## config.mk

```make
export PLATFORM = sky130hd
export DESIGN_NAME = radio_ctrl_sync
export DESIGN_NICKNAME = d
export VERILOG_FILES = /design/src/rtl/radio_ctrl_sync.sv
export SDC_FILE = /design/constraint.sdc
export NUM_CORES = 1
export LEC_CHECK = 0
export ABC_AREA = 1
export CAP_MARGIN = 20
export CORE_MARGIN = 2
export CORE_UTILIZATION = 50
export CTS_CLUSTER_SIZE = 12
export DETAILED_ROUTE_END_ITERATION = 8
export PLACE_DENSITY = 0.81
export RECOVER_POWER = 100
export SLEW_MARGIN = 20
export SYNTH_ARGS = -nofsm -noshare
export SYNTH_HDL_FRONTEND = slang
export SYNTH_SLANG_ARGS = --single-unit
export TNS_END_PERCENT = 30
```

## constraint.sdc

```tcl
create_clock -name ck -period 1.4 [get_ports ck]
set_clock_uncertainty 0.05 [all_clocks]
set_input_delay 0.14 -clock ck [delete_from_list [all_inputs] [get_ports ck]]
set_output_delay 0.14 -clock ck [all_outputs]
set_load 0.02 [all_outputs]
```

## src/rtl/radio_ctrl_sync.sv

```systemverilog
// Destination-side capture of asynchronous radio control levels crossing out of a
// switchable power domain: per-channel synchroniser and stability filter, plus isolation clamp/hold.
module radio_ctrl_sync #(
    parameter int              N_CH        = 2,
    parameter int              SYNC_STAGES = 2,
    parameter int              FILTER_LEN  = 3,
    parameter int              SETTLE_LEN  = 4,
    parameter logic [N_CH-1:0] CLAMP_VAL   = '0,
    parameter bit              HOLD_LAST   = 1'b0
) (
    input  logic            ck,
    input  logic            arst,
    input  logic            isolate_i,
    input  logic [N_CH-1:0] ctrl_async_i,
    output logic [N_CH-1:0] ctrl_q_o,
    output logic [N_CH-1:0] ctrl_chg_o,
    output logic            active_o,
    output logic [1:0]      state_dbg
);

    localparam int FW = $clog2(FILTER_LEN + 1);
    localparam int SW = $clog2(SETTLE_LEN + 1);

    typedef enum logic [1:0] {
        ST_ISOLATED = 2'd0,
        ST_SETTLING = 2'd1,
        ST_ACTIVE   = 2'd2
    } state_t;

    state_t                                 state;
    logic [SW-1:0]                          settle_cnt;
    logic [SYNC_STAGES-1:0][N_CH-1:0]       sync_q;
    logic [N_CH-1:0]                        s;
    logic [N_CH-1:0][FW-1:0]                fc;
    logic [N_CH-1:0]                        q_prev;

    always_ff @(posedge ck or posedge arst) begin
        if (arst) begin
            sync_q <= '0;
        end else begin
            sync_q <= {sync_q[SYNC_STAGES-2:0], ctrl_async_i};
        end
    end

    assign s = sync_q[SYNC_STAGES-1];

    // Isolation wins over every transition; the settle count restarts on each release.
    always_ff @(posedge ck or posedge arst) begin
        if (arst) begin
            state      <= ST_ISOLATED;
            settle_cnt <= '0;
            active_o   <= 1'b0;
        end else if (isolate_i) begin
            state    <= ST_ISOLATED;
            active_o <= 1'b0;
        end else begin
            case (state)
                ST_ISOLATED: begin
                    state      <= ST_SETTLING;
                    settle_cnt <= '0;
                end
                ST_SETTLING: begin
                    settle_cnt <= settle_cnt + 1'b1;
                    if (settle_cnt == SW'(SETTLE_LEN - 1)) begin
                        state    <= ST_ACTIVE;
                        active_o <= 1'b1;
                    end
                end
                ST_ACTIVE: begin
                    state <= ST_ACTIVE;
                end
                default: begin
                    state    <= ST_ISOLATED;
                    active_o <= 1'b0;
                end
            endcase
        end
    end

    // A new synced level is accepted only after FILTER_LEN consecutive mismatching cycles.
    always_ff @(posedge ck or posedge arst) begin
        if (arst) begin
            ctrl_q_o <= CLAMP_VAL;
            fc       <= '0;
        end else if (isolate_i) begin
            fc <= '0;
            if (!HOLD_LAST) begin
                ctrl_q_o <= CLAMP_VAL;
            end
        end else if (state != ST_ACTIVE) begin
            fc <= '0;
        end else begin
            for (int i = 0; i < N_CH; i++) begin
                if (s[i] == ctrl_q_o[i]) begin
                    fc[i] <= '0;
                end else if (fc[i] == FW'(FILTER_LEN - 1)) begin
                    ctrl_q_o[i] <= s[i];
                    fc[i]       <= '0;
                end else begin
                    fc[i] <= fc[i] + 1'b1;
                end
            end
        end
    end

    always_ff @(posedge ck or posedge arst) begin
        if (arst) begin
            q_prev <= CLAMP_VAL;
        end else begin
            q_prev <= ctrl_q_o;
        end
    end

    assign ctrl_chg_o = ctrl_q_o ^ q_prev;
    assign state_dbg  = state;

endmodule

```

==> impl_results.md <==
- Slew Limit Fails: 0
- Yosys top cell area share: about three fifths
- Mapped Cells: 78
- EDFF count, synth: 0
- First-pass GRT wire length: 2100 um
- Crit start category: register
- IO Pins: 12
- Routed vias/inst: 4.74
- Fin nets: 107
- Routed WL per cell: 11.1 um
- H-tree depth: 1
- F_max: ~750 MHz
- Critical path start-end classification: register to output port
- Hold-fix buffers, CTS: 0
- Multi-input logic area: approximately 260 um^2
- Slew headroom: approximately 39%
- R2R Path Start: state_dbg[0]$_DFFE_PP0P_
- Register area share after synthesis: 59.0%
- Clock Sinks: 18
- DP Area: 916 um^2
- Initial Utilization: roughly half
- Least-Margin Pin Slew: between 0.9 and 1 ns
- Critical Path RT: approximately 1.2 ns
- Clock Path Buffers: 2
- Asr flop ratio synth: 100%
- First-pass DRT Iterations: 2
- Number of port buffers: 11
- CP top delay family: buffers and inverters
- Synth Flop Type: dfrtp_1
- #FFs+latches synth: 18
- Tcrit/Tclk final: 94.9%
- Fin Setup TNS: 0 ns
- Hold path startpoint: sync_q[1]$_DFF_PP0_
- # diodes: 0
- CTS clk-pin slew, worst paths: 0.10 ns
- Synth cell count leaders: dfrtp_1, inv_1, nand2_1
- Vias in the first global route: 511
- Die Wd: between 40 and 50 um
- Vias: 531
- DRT antenna net count: 0
- Fill cell count: between 100 and 150
- Hold Path End: s[1]$_DFF_PP0_
- CP max stage delay: roughly 0.41 ns
- Max-cap viol count: 0
- FP Rows: 14
- DIE AREA: between 1500 and 2000 um^2
- Clock Latency Late Sink: roughly 0.29 ns
- Final wirelength: ~1200 um
- Critical-path top delay cell: dfrtp_1
- Total grt overflow: 0
- RSZ-0062 raised after global routing: false
- Min Tclk post-route: ~1.3 ns
- Final Setup Violations: 0
- Die height: between 40 and 50 um
- Worst Reg2Reg Path Length in Cells: 6
- DP HPWL: approximately 920 um
- Post-CTS setup buffers: 0
- R2r setup slk: ~0.10 ns
- Register area: between 400 and 500 um^2
- Final hold violation count: 0
- Post-route DRC: 0
- Worst VDD drop: 0.000843 V
- Ratio of cells with drive above 1 in the final layout: a little under a tenth
- Status: completed
- Crit-path max FO: 4
- Pre-CTS WS: a little under 0.07 ns
- Initial DRC count: 4
- Worst EP arrival: 1.14 ns
- Worst hold stages: 0
- Mapped cell area: approximately 760 um^2
- GRT Resource Usage Total: about 17%
- Yosys cell types: 13
- Crit-path cells: buf_4 > clkdlybuf4s15_1
- Worst path bufs/invs: 2
- CTS tree: yes
- Pwr dens: 1390 nW/um^2
- Syn Area/Cell: ~9.8 um^2
- Worst min path class: register to register
- Crit end category: output port
- Synth Warn #: 0
- Final instance area: 931 um^2
- Area grow syn2layout: 22.0%
- Largest net degree at the start of global routing: 19
- Initial antenna violation count: 0
- Slack of the critical path: 0.0720 ns
- Core area: roughly 1500 um^2
- Num CTS Buffers: 3
- Most frequent cell after synthesis: dfrtp_1
- Synth area leader: dfrtp_1
- Worst flop-to-flop path endpoint: fc[2]$_DFF_PP0_
- Clock Root Buffer: clkbuf_4
- Synth area leaders: dfrtp_1, ha_1, inv_1
- Syn nets: 88
- Pleak: roughly 0.48 nW
- GP Congestion: between 0.6 and 0.7
-- per-stage QoR --
step	power, mW	utilization [%]	hold WS [ns]	cells
floorplan	0.888	-	0.0286	78
global placement	1.01	62.2	0.284	108
detailed placement	1.02	62.2	0.287	108
CTS	1.32	64.1	0.108	112
global route	1.40	63.3	0.315	112
finish	1.30	63.3	0.308	112
-- cell usage in the layout (no fill, tap or decap), types with 3 or more instances in the layout --
master and count:
nor2_1 9, inv_1 12, dfrtp_1 18, clkbuf_4 3, o21ai_0 6, dlygate4sd2_1 3, nand3_1 7, nand2_1 13
ha_1 5
-- per-layer routing --
metal	wire length, um	global-route usage [%]	share of wire, %	vias up
li1	-	-	-	276
met1	554	18.8	44	237
met2	572	25.2	46	12
met3	67	5.53	5.4	6
met4	51	14.5	4.1	0
met5	0	0	0	-
-- sequential cells by signal (all words and copies together) (netlist names) --
| register | count |
|---|---|
| s | 2 |
| fc | 4 |
| q_prev | 2 |
| active_o | 1 |
| state_dbg | 2 |
| sync_q | 2 |
| ctrl_q_o | 2 |
| settle_cnt | 3 |
-- what timing repair did --
item | in CTS | in global routing
endpoints found under the setup margin | 7 | 7
gates resized for setup | 7 | 7
gates cloned | 0 | 0
-- power by group --
group	switching (mW)	internal [mW]	leakage, nW
Combinational	0.209	0.132	0.216
Clock	0.155	0.159	0.0210
Sequential	0.0569	0.587	0.239
Total	0.420	0.878	0.476
-- kinds of logic (layout without fill, tap and decap cells) --
kind of cell	after synthesis	in the layout	synth area share (%)
AND/OR/NAND/NOR	30	30	16.6
AO/OA/AOI/OAI	8	8	5.24
XOR/XNOR	4	4	4.59
adder cells (fa/ha/maj)	5	5	8.20
buffers and inverters	13	31	6.39
flip-flops	18	18	59.0
-- layout make-up --
type / count / share of cell area, %
tap: 16 / 2.15
inverter: 13 / 5.24
multi-input combinational: 47 / 28.1
timing repair buffer: 14 / 12.2
clock buffer: 4 / 3.90
sequential: 18 / 48.4
-- how the worst max path moves through the flow --
stage | from | to | slack [ns] | depth (start not counted)
after global routing | state_dbg[0]$_DFFE_PP0P_ | settle_cnt[0]$_DFFE_PP0P_ | 0.003 | 5
after CTS | ctrl_q_o[1]$_DFFE_PP0P_ | ctrl_chg_o[1] | 0.003 | 2
after detailed placement | ctrl_q_o[1]$_DFFE_PP0P_ | ctrl_chg_o[1] | 0.07 | 2
final | ctrl_q_o[1]$_DFFE_PP0P_ | ctrl_q_o[1] | 0.07 | 2
after global placement | ctrl_q_o[1]$_DFFE_PP0P_ | ctrl_chg_o[1] | 0.09 | 2
after floorplan | state_dbg[0]$_DFFE_PP0P_ | settle_cnt[2]$_DFFE_PP0P_ | 0.11 | 5
(Power assumes the default switching activity.)
